File: src/rtl/timer_pkg.sv
// -----------------------------------------------------------------------------
// timer_pkg
// Shared types for the multi-channel pinmux timer (timer_mc / timer_chan).
//   clksel_e : per-channel tick source encoding (cfg_clksel field)
//   mode_e   : periodic / one-shot reload behaviour (cfg_mode bit)
//   state_e  : per-channel FSM state
// -----------------------------------------------------------------------------
package timer_pkg;

    typedef enum logic [1:0] {
        CLK_1US  = 2'b00,
        CLK_1MS  = 2'b01,
        CLK_1S   = 2'b10,
        CLK_MCLK = 2'b11
    } clksel_e;

    typedef enum logic {
        MODE_PERIODIC = 1'b0,
        MODE_ONESHOT  = 1'b1
    } mode_e;

    typedef enum logic [1:0] {
        ST_IDLE = 2'b00,
        ST_RUN  = 2'b01,
        ST_DONE = 2'b10
    } state_e;

endpackage

File: src/rtl/timer_chan.sv
// -----------------------------------------------------------------------------
// timer_chan
// One down-counting timer channel: tick source mux, IDLE/RUN/DONE FSM,
// WIDTH-bit counter with reload, sticky expiry flag with write-1-clear.
// Ports:
//   mclk, reset_n            clock, async active-low reset
//   pulse_1us/1ms/1s         single-cycle tick strobes
//   chain_tick, chain_sel    expiry of the previous channel and its select
//                            (chain_sel overrides clksel)
//   enb, update, compare     count enable, load strobe, reload value
//   clksel, mode             tick select, 0=periodic 1=one-shot
//   intr_clr                 write-1-clear for stat
//   count, active, stat      counter, RUN indication, sticky expiry flag
//   expiry                   same-cycle expiry event (feeds the next channel)
// -----------------------------------------------------------------------------
module timer_chan
    import timer_pkg::*;
#(
    parameter int WIDTH = 16
) (
    input  logic             mclk,
    input  logic             reset_n,
    input  logic             pulse_1us,
    input  logic             pulse_1ms,
    input  logic             pulse_1s,
    input  logic             chain_tick,
    input  logic             chain_sel,
    input  logic             enb,
    input  logic             update,
    input  logic [WIDTH-1:0] compare,
    input  logic [1:0]       clksel,
    input  logic             mode,
    input  logic             intr_clr,
    output logic [WIDTH-1:0] count,
    output logic             active,
    output logic             stat,
    output logic             expiry
);

    localparam logic [WIDTH-1:0] CNT_ZERO = {WIDTH{1'b0}};
    localparam logic [WIDTH-1:0] CNT_ONE  = {{(WIDTH-1){1'b0}}, 1'b1};

    state_e           state_r;
    state_e           state_nxt_s;
    logic [WIDTH-1:0] count_r;
    logic [WIDTH-1:0] count_nxt_s;
    logic             stat_r;
    logic             stat_nxt_s;
    logic             active_r;
    logic             tick_s;
    logic             expiry_s;

    // Tick source selection; a chained channel counts expiries of its predecessor.
    always_comb begin
        tick_s = 1'b0;
        if (chain_sel) begin
            tick_s = chain_tick;
        end else begin
            case (clksel_e'(clksel))
                CLK_1US:  tick_s = pulse_1us;
                CLK_1MS:  tick_s = pulse_1ms;
                CLK_1S:   tick_s = pulse_1s;
                CLK_MCLK: tick_s = 1'b1;
                default:  tick_s = 1'b0;
            endcase
        end
    end

    // Next-state, counter and expiry logic; a load strobe overrides everything.
    always_comb begin
        state_nxt_s = state_r;
        count_nxt_s = count_r;
        expiry_s    = 1'b0;
        if (update) begin
            count_nxt_s = compare;
            state_nxt_s = enb ? ST_RUN : ST_IDLE;
        end else begin
            case (state_r)
                ST_IDLE: begin
                    if (enb) begin
                        state_nxt_s = ST_RUN;
                    end else begin
                        state_nxt_s = ST_IDLE;
                    end
                end
                ST_RUN: begin
                    if (tick_s && enb) begin
                        if (count_r != CNT_ZERO) begin
                            count_nxt_s = count_r - CNT_ONE;
                        end else begin
                            expiry_s = 1'b1;
                            if (mode_e'(mode) == MODE_ONESHOT) begin
                                state_nxt_s = ST_DONE;
                            end else begin
                                count_nxt_s = compare;
                            end
                        end
                    end else begin
                        count_nxt_s = count_r;
                    end
                end
                ST_DONE: begin
                    count_nxt_s = CNT_ZERO;
                end
                default: begin
                    state_nxt_s = ST_IDLE;
                    count_nxt_s = CNT_ZERO;
                end
            endcase
        end
    end

    // Sticky expiry flag: a set in the same cycle as a clear wins.
    always_comb begin
        if (expiry_s) begin
            stat_nxt_s = 1'b1;
        end else if (intr_clr) begin
            stat_nxt_s = 1'b0;
        end else begin
            stat_nxt_s = stat_r;
        end
    end

    // Channel state registers.
    always_ff @(posedge mclk or negedge reset_n) begin
        if (!reset_n) begin
            state_r  <= ST_IDLE;
            count_r  <= CNT_ZERO;
            stat_r   <= 1'b0;
            active_r <= 1'b0;
        end else begin
            state_r  <= state_nxt_s;
            count_r  <= count_nxt_s;
            stat_r   <= stat_nxt_s;
            active_r <= (state_nxt_s == ST_RUN);
        end
    end

    assign count  = count_r;
    assign active = active_r;
    assign stat   = stat_r;
    assign expiry = expiry_s;

endmodule

File: src/rtl/timer_mc.sv
// -----------------------------------------------------------------------------
// timer_mc
// NCH-channel down-counting timer for the pinmux block.
// Optional build macro: TIMER_CHAIN_EN adds cfg_chain, letting channel i>0
// tick on the expiry of channel i-1 to form cascaded counters.
// Ports:
//   mclk, reset_n                  clock, async active-low reset
//   pulse_1us/1ms/1s               tick strobes from the pulse generator
//   cfg_enb/update/compare/clksel/mode   per-channel configuration
//   cfg_chain (TIMER_CHAIN_EN)     per-channel cascade select (bit 0 ignored)
//   intr_mask, intr_clr            interrupt mask, write-1-clear
//   timer_count, timer_active      counters, RUN indications
//   intr_stat, timer_intr          sticky flags, masked interrupt OR
// -----------------------------------------------------------------------------
module timer_mc
    import timer_pkg::*;
#(
    parameter int NCH   = 4,
    parameter int WIDTH = 16
) (
    input  logic                 mclk,
    input  logic                 reset_n,
    input  logic                 pulse_1us,
    input  logic                 pulse_1ms,
    input  logic                 pulse_1s,
    input  logic [NCH-1:0]       cfg_enb,
    input  logic [NCH-1:0]       cfg_update,
    input  logic [NCH*WIDTH-1:0] cfg_compare,
    input  logic [NCH*2-1:0]     cfg_clksel,
    input  logic [NCH-1:0]       cfg_mode,
`ifdef TIMER_CHAIN_EN
    input  logic [NCH-1:0]       cfg_chain,
`endif
    input  logic [NCH-1:0]       intr_mask,
    input  logic [NCH-1:0]       intr_clr,
    output logic [NCH*WIDTH-1:0] timer_count,
    output logic [NCH-1:0]       timer_active,
    output logic [NCH-1:0]       intr_stat,
    output logic                 timer_intr
);

    logic [NCH-1:0] expiry_s;
    logic [NCH-1:0] chain_tick_s;
    logic [NCH-1:0] chain_sel_s;
    // Expiries with no consumer (last channel, or every channel without chaining).
    logic           expiry_unused_s;

    for (genvar i = 0; i < NCH; i++) begin : gen_chan
        if (i == 0) begin : g_head
            assign chain_tick_s[i] = 1'b0;
            assign chain_sel_s[i]  = 1'b0;
        end else begin : g_link
`ifdef TIMER_CHAIN_EN
            assign chain_tick_s[i] = expiry_s[i-1];
            assign chain_sel_s[i]  = cfg_chain[i];
`else
            assign chain_tick_s[i] = 1'b0;
            assign chain_sel_s[i]  = 1'b0;
`endif
        end

        timer_chan #(
            .WIDTH (WIDTH)
        ) u_chan (
            .mclk       (mclk),
            .reset_n    (reset_n),
            .pulse_1us  (pulse_1us),
            .pulse_1ms  (pulse_1ms),
            .pulse_1s   (pulse_1s),
            .chain_tick (chain_tick_s[i]),
            .chain_sel  (chain_sel_s[i]),
            .enb        (cfg_enb[i]),
            .update     (cfg_update[i]),
            .compare    (cfg_compare[i*WIDTH +: WIDTH]),
            .clksel     (cfg_clksel[i*2 +: 2]),
            .mode       (cfg_mode[i]),
            .intr_clr   (intr_clr[i]),
            .count      (timer_count[i*WIDTH +: WIDTH]),
            .active     (timer_active[i]),
            .stat       (intr_stat[i]),
            .expiry     (expiry_s[i])
        );
    end

`ifdef TIMER_CHAIN_EN
    assign expiry_unused_s = ^{expiry_s, cfg_chain[0]};
`else
    assign expiry_unused_s = ^expiry_s;
`endif

    // Interrupt is a plain OR of registered flags, so no extra latency.
    assign timer_intr = |(intr_stat & intr_mask);

endmodule

File: config.mk
export PLATFORM = sky130hd
export DESIGN_NAME = timer_mc
export DESIGN_NICKNAME = d
export VERILOG_FILES = /design/src/rtl/timer_pkg.sv /design/src/rtl/timer_chan.sv /design/src/rtl/timer_mc.sv
export SDC_FILE = /design/constraint.sdc
export NUM_CORES = 1
export LEC_CHECK = 0
export ABC_AREA = 1
export CORE_UTILIZATION = 62
export DETAILED_ROUTE_END_ITERATION = 16
export DONT_BUFFER_PORTS = 1
export PLACE_DENSITY = 0.88
export SLEW_MARGIN = 20
export SYNTH_ARGS = -nofsm -noshare
export SYNTH_HDL_FRONTEND = slang
export SYNTH_HIERARCHICAL = 1
export SYNTH_SLANG_ARGS = --single-unit
File: constraint.sdc
create_clock -name mclk -period 2.6 [get_ports mclk]
set_input_delay 0.52 -clock mclk [delete_from_list [all_inputs] [get_ports mclk]]
set_output_delay 0.52 -clock mclk [all_outputs]
set_load 0.005 [all_outputs]
* After elaboration in Yosys (flattened, before gate mapping)
Cells that the tools add are included.
** Word-level totals
- Register bits :: 80
- Bits in writable memories :: 0
- ROM bits :: 0
- Memories :: 0
- Latch bits :: 0
** Operators by class
- Div/mod/pow operators :: 0
- Reduce and logical (&&, ||, !) cells :: 25
- $add $sub $neg :: 4
- Shift-type cells :: 0
- Equality and inequality tests :: 36
- Bitwise gates (word level) :: 1
- $mul :: 0
- $lt $le $gt $ge :: 0
- Muxes and demuxes :: 72
** Operators by type and width (count)
- two-way mux 16 bit :: 16
- one-hot mux 16 bit (2 select lines) :: 4
- nonzero test 16 bit :: 4
- subtractor 16 x 1 -> 16 bit, second input constant :: 4
- two-way mux 2 bit :: 16
- two-way mux 1 bit :: 28
- == test 2 x 1 -> 1 bit, second input constant :: 12
- == test 2 bit, second input constant :: 12
- one-hot mux 2 bit (3 select lines) :: 4
- logical NOT 2 bit :: 8
- inequality test 4 x 3 -> 1 bit, second input constant :: 4
- one-hot mux 1 bit (4 select lines) :: 4
- inequality test 3 x 2 -> 1 bit, second input constant :: 4
- AND reduction 3 bit :: 4
- inequality test 2 bit, second input constant :: 4
- nonzero test 2 bit :: 4
- AND 4 bit :: 1
- logical AND 1 bit :: 4
- OR reduction 4 bit :: 1

* Logic depth before layout (Yosys ltp)
- Depth in word-level cells :: 7
- Gate-level depth with buffers :: 14

* By module
The synthesis kept the hierarchy.
** Modules (own cells, without submodules)
- timer_chan at gen_chan[0].u_chan ... :: area an instance 1816.7 um^2, cells an instance 297, instances 2, sequential area each 500.5 um^2
- timer_chan at gen_chan[2].u_chan :: area an instance 1809.2 um^2, cells an instance 290, instances 1, sequential area each 500.5 um^2
- timer_chan at gen_chan[3].u_chan :: area an instance 1805.5 um^2, cells an instance 290, instances 1, sequential area each 500.5 um^2
- timer_mc :: area an instance 37.5 um^2, cells an instance 10, instances 1, sequential area each 0.0 um^2

* Worst setup path before layout
OpenSTA, ideal clock, no wires.
- Path type :: reg2reg
- Start :: reg gen_chan[0].u_chan.count_r[0]
- End :: reg gen_chan[0].u_chan.count_r[10]
- Stages on the path, launching flop included :: 13
- Data arrival time :: 1.595 ns
- Path slack :: 0.888 ns
- Buffers on the path :: 1
- Path through :: dfrtp_1 inv_1 ha_1 inv_1 nor2_1 nand2_2 nor2_8 nand3_4 nand3_4 nand2_4 buf_6 nand2_1 nand2_1
** Between the ends
- Cells in the longest elaborated chain, start to end :: 5
- Elaborated cells between the ends (all ways) :: 8
** Ends and longest elaborated chain
- from (decl) :: RTL line timer_chan.sv:45 : logic [WIDTH-1:0] count_r;
- from (signal assigned) :: RTL line timer_chan.sv:133 : count_r <= count_nxt_s;
- subtractor 16 x 1 -> 16 bit / nonzero test 16 bit (equally long branches) :: RTL line timer_chan.sv:89, timer_chan.sv:88
- two-way mux 16 bit :: RTL line timer_chan.sv:88 : if (count_r != CNT_ZERO) begin
- two-way mux 16 bit :: RTL line timer_chan.sv:87 : if (tick_s && enb) begin
- one-hot mux 16 bit (2 select lines) :: RTL line timer_chan.sv:78 : case (state_r)
- two-way mux 16 bit :: RTL line timer_chan.sv:74 : if (update) begin
Parallel ways exist; a longest one is shown, timed or not. The select of a mux whose other input is x is not followed.
A chain may end at the register's enable or synchronous reset.

* Worst setup path after layout
- Start :: reg gen_chan[0].u_chan.count_r[0]
- End :: reg gen_chan[0].u_chan.count_r[6]
Same word-level chain as after synthesis.

==> impl_results.html <==
<table>
<tr><th>Metric</th><th>Value</th></tr>
<tr><th colspan="2">Setup path</th></tr>
<tr><td>Sort of element at the start of the critical path</td><td>flop</td></tr>
<tr><td>Reg2reg path depth</td><td>13</td></tr>
<tr><td>Arrival time at the worst endpoint</td><td>approximately 2.3 ns</td></tr>
<tr><td>Critical path start-end classification</td><td>reg2reg</td></tr>
<tr><td>Endpoint kind of the worst setup timing path</td><td>flop</td></tr>
<tr><td>Highest net fanout along the worst path</td><td>13</td></tr>
<tr><td>Required time of the critical path</td><td>2.84 ns</td></tr>
<tr><td>Slack of the worst reg-to-reg path</td><td>between 0.5 and 0.6 ns</td></tr>
<tr><td>Startpoint of the lowest-slack register-to-register path</td><td>gen_chan[0].u_chan/count[0]</td></tr>
<tr><td>Terminus of the critical flop-to-flop path</td><td>gen_chan[0].u_chan/count[6]</td></tr>
<tr><th colspan="2">Run status</th></tr>
<tr><td>Outcome</td><td>completed</td></tr>
<tr><th colspan="2">Timing</th></tr>
<tr><td>Setup TNS after final layout</td><td>0 ns</td></tr>
<tr><td>Worst hold margin</td><td>0.0443 ns</td></tr>
<tr><td>Max Slew Vio Count</td><td>0</td></tr>
<tr><td>Actual transition at the worst max-transition pin</td><td>a little over 0.6 ns</td></tr>
<tr><td>Headroom to the max-slew limit</td><td>about three fifths</td></tr>
<tr><td>Final period util</td><td>approximately four fifths</td></tr>
<tr><td>Unrepaired setup endpoints after global routing</td><td>false</td></tr>
<tr><td>Timing-limited maximum frequency</td><td>0.477 GHz</td></tr>
<tr><td>Hold Vio Cnt, Final</td><td>0</td></tr>
<tr><td>Final min period</td><td>around 2.1 ns</td></tr>
<tr><td>Post-route worst setup slack</td><td>around 0.51 ns</td></tr>
<tr><td>Largest clock skew in the final design</td><td>0.00458 ns</td></tr>
<tr><td>Number of failing setup endpoints in the final timing report</td><td>0</td></tr>
<tr><th colspan="2">Place</th></tr>
<tr><td>Number of input and output port buffers inserted</td><td>0</td></tr>
<tr><td>Pre-CTS setup slack</td><td>between 0.6 and 0.7 ns</td></tr>
<tr><td>Final RePlAce weighted congestion</td><td>0.915</td></tr>
<tr><td>HPWL reported at the end of detailed placement</td><td>13.9 mm</td></tr>
<tr><th colspan="2">Floorplanning</th></tr>
<tr><td>Num ports</td><td>170</td></tr>
<tr><td>Full die area</td><td>around 0.012 sq mm</td></tr>
<tr><td>Row count</td><td>39</td></tr>
<tr><td>Initial Utilization</td><td>63.6%</td></tr>
<tr><td>Die boundary width</td><td>~110 um</td></tr>
<tr><td>Core outline area</td><td>0.0114 sq mm</td></tr>
<tr><td>Overall die height</td><td>between 100 and 150 um</td></tr>
<tr><th colspan="2">Power</th></tr>
<tr><td>P per Cell Area</td><td>slightly above 600 mW/mm^2</td></tr>
<tr><td>Leakage dissipation</td><td>~0.0042 uW</td></tr>
<tr><td>Internal power of the cells</td><td>2710 uW</td></tr>
<tr><td>Comb pwr share</td><td>between 30% and 40%</td></tr>
<tr><td>Relative contribution of the clock network to total power</td><td>a little over a quarter</td></tr>
<tr><td>Switching power total</td><td>~1900 uW</td></tr>
<tr><td>Proportion of power drawn by flip-flops and latches</td><td>38.8%</td></tr>
<tr><td>Overall power after layout</td><td>4620 uW</td></tr>
<tr><td>Maximum VDD drop</td><td>between 0.4 and 0.5 mV</td></tr>
<tr><td>Switching fraction of total power</td><td>41.3%</td></tr>
<tr><th colspan="2">GRT</th></tr>
<tr><td>Grt ovf</td><td>0</td></tr>
<tr><td>Wire length of the first global-routing pass</td><td>~30 mm</td></tr>
<tr><td>Global-route total usage across every layer</td><td>about a third</td></tr>
<tr><td>Vias in the first global route</td><td>~6600</td></tr>
<tr><td>Initial antenna violation count</td><td>0</td></tr>
<tr><td>Pin count of the biggest net entering global routing</td><td>81</td></tr>
<tr><th colspan="2">Routing</th></tr>
<tr><td>Sum of routed wire length over all layers</td><td>roughly 19 mm</td></tr>
<tr><td>Via count</td><td>between 7000 and 8000</td></tr>
<tr><td>Wire per inst</td><td>~14 um</td></tr>
<tr><td>Number of remaining DRC errors</td><td>0</td></tr>
<tr><td>Number of nets with antenna violations after routing</td><td>0</td></tr>
<tr><td>Detail-routed via count per cell</td><td>approximately 5.5</td></tr>
<tr><td>Detailed Routing Iterations Pass 1</td><td>7</td></tr>
<tr><td>Iter 0 DRT Violations</td><td>556</td></tr>
<tr><th colspan="2">Clocking</th></tr>
<tr><td>Cts hold-fix bufs</td><td>1</td></tr>
<tr><td>Clock transition at the registers of the reported paths</td><td>0.06 ns</td></tr>
<tr><td>Count of cells resized by post-cts repair</td><td>0</td></tr>
<tr><td>CTS tree</td><td>yes</td></tr>
<tr><td>Setup fix buffers added after clock tree synthesis</td><td>0</td></tr>
<tr><td>CTS buffer count</td><td>9</td></tr>
<tr><td>CTS root buffer</td><td>clkbuf_16</td></tr>
<tr><td>Count of H-tree levels built during CTS</td><td>3</td></tr>
<tr><td>Bufs on Longest Clock Path</td><td>2</td></tr>
<tr><td>Clk sink count</td><td>80</td></tr>
<tr><td>Clock Latency Late Sink</td><td>0.34 ns</td></tr>
<tr><th colspan="2">Synthesis</th></tr>
<tr><td>Average cell area after synthesis</td><td>6.16 sq um</td></tr>
<tr><td>Count of mapped cells out of synthesis</td><td>around 1200</td></tr>
<tr><td>Netlist Area Pre-Place</td><td>~0.0073 sq mm</td></tr>
<tr><td>Number of warnings reported in the yosys synthesis log</td><td>6</td></tr>
<tr><th colspan="2">Cells and area</th></tr>
<tr><td>Nets@finish</td><td>around 1300</td></tr>
<tr><td>Number of antenna repair diodes</td><td>0</td></tr>
<tr><td>Share of layout cells above drive strength 1</td><td>9.11%</td></tr>
<tr><td>Area growth from synthesis to layout</td><td>5.41%</td></tr>
<tr><th colspan="2">Job</th></tr>
<tr><td>Max-cap violations</td><td>0</td></tr>
<tr><th colspan="2">Hold path</th></tr>
<tr><td>Class of the tightest hold or removal check</td><td>in2async</td></tr>
</table>
[layer usage]
layer  wire length, um  global-route usage (%)  part of all wire [%]  vias up
met3              1820                    7.94                   9.4       44
met4               497                    13.8                   2.6        0
met2              8910                    51.7                    46      332
met1              8030                    40.0                    42     3303
met5                 0                       0                     0        -
li1                  -                       -                     -     3681
[worst max path at each step]
stage,endpoint,startpoint,slack [ns]
2_1_floorplan,gen_chan[0].u_chan/count[10],gen_chan[0].u_chan/count[0],0.89
3_3_place_gp,gen_chan[0].u_chan/count[6],gen_chan[0].u_chan/count[0],0.64
3_5_place_dp,gen_chan[0].u_chan/count[6],gen_chan[0].u_chan/count[0],0.60
4_1_cts,gen_chan[0].u_chan/count[6],gen_chan[0].u_chan/count[0],0.55
5_1_grt,gen_chan[0].u_chan/count[5],gen_chan[0].u_chan/count[0],0.34
6_report,gen_chan[0].u_chan/count[6],gen_chan[0].u_chan/count[0],0.51
[critical path, cell delays in order, from the launching register on]
cell and delay [ns]:
dfrtp_1 0.42, inv_1 0.15, ha_1 0.19, inv_1 0.04, nor2_1 0.10, nand2_2 0.10
nor2_8 0.20, nand2_2 0.23, nand2_2 0.20, nand2_1 0.11, nand2_1 0.09, nor2_1 0.04
nand2_1 0.07, nand2_1 0.05
[area by class of cell]
cell class / instances / area (sq um)
inverter: 160 / 601
multi-input combinational: 921 / 4500
sequential: 80 / 2000
clock inverter: 4 / 45.0
clock buffer: 12 / 236
timing repair buffer: 9 / 87.6
tap: 143 / 179
fill: 1050 / 3770
[sequential cells by signal, summed over array words and instances (netlist names)]
name	flops
gen_chan.u_chan/active	4
gen_chan.u_chan/stat	4
gen_chan.u_chan/state_r	8
gen_chan.u_chan/count	64
[cells in the final DEF, fill, tap and decap left out]
cell type  count
nand2_8        4
clkinv_2       3
nand4_1        6
nand3b_1      24
nand2_1      423
buf_16         1
xnor2_1        4
nand3_2        4
dfrtp_1       80
nor2_8         4
a21oi_2        2
o21a_1         4
nor2_4        16
nor3_2         2
nand2_2       20
a21oi_1       22
clkinv_1       2
o21ai_0       32
buf_4          8
bufinv_16      1
nor2_2        24
nand3_4        4
nand3_1      180
clkbuf_16      9
xor2_1         4
inv_1        158
ha_1           8
nor3_1         2
or2_0          4
nand2_4        6
conb_1         8
nor2_1       114
clkbuf_1       3
[per-stage QoR]
stage               std cells  util (%)  area (sq um)
finish                   1329      67.0          7650
detailed placement       1312      64.3          7340
floorplan                1185         -          7280
global route             1329      67.0          7650
CTS                      1329      67.0          7650
global placement         1312      64.3          7340
[power groups by stage]
stage / combinational [uW] / clock [uW] / sequential, uW
6_report: 1560 / 1270 / 1800
4_1_cts: 1550 / 1280 / 1790
2_1_floorplan: 1280 / 0 / 1710
3_5_place_dp: 1490 / 0 / 1810
5_1_grt: 1780 / 1320 / 1820
3_3_place_gp: 1460 / 0 / 1800
Power figures use the tool's default switching activity.
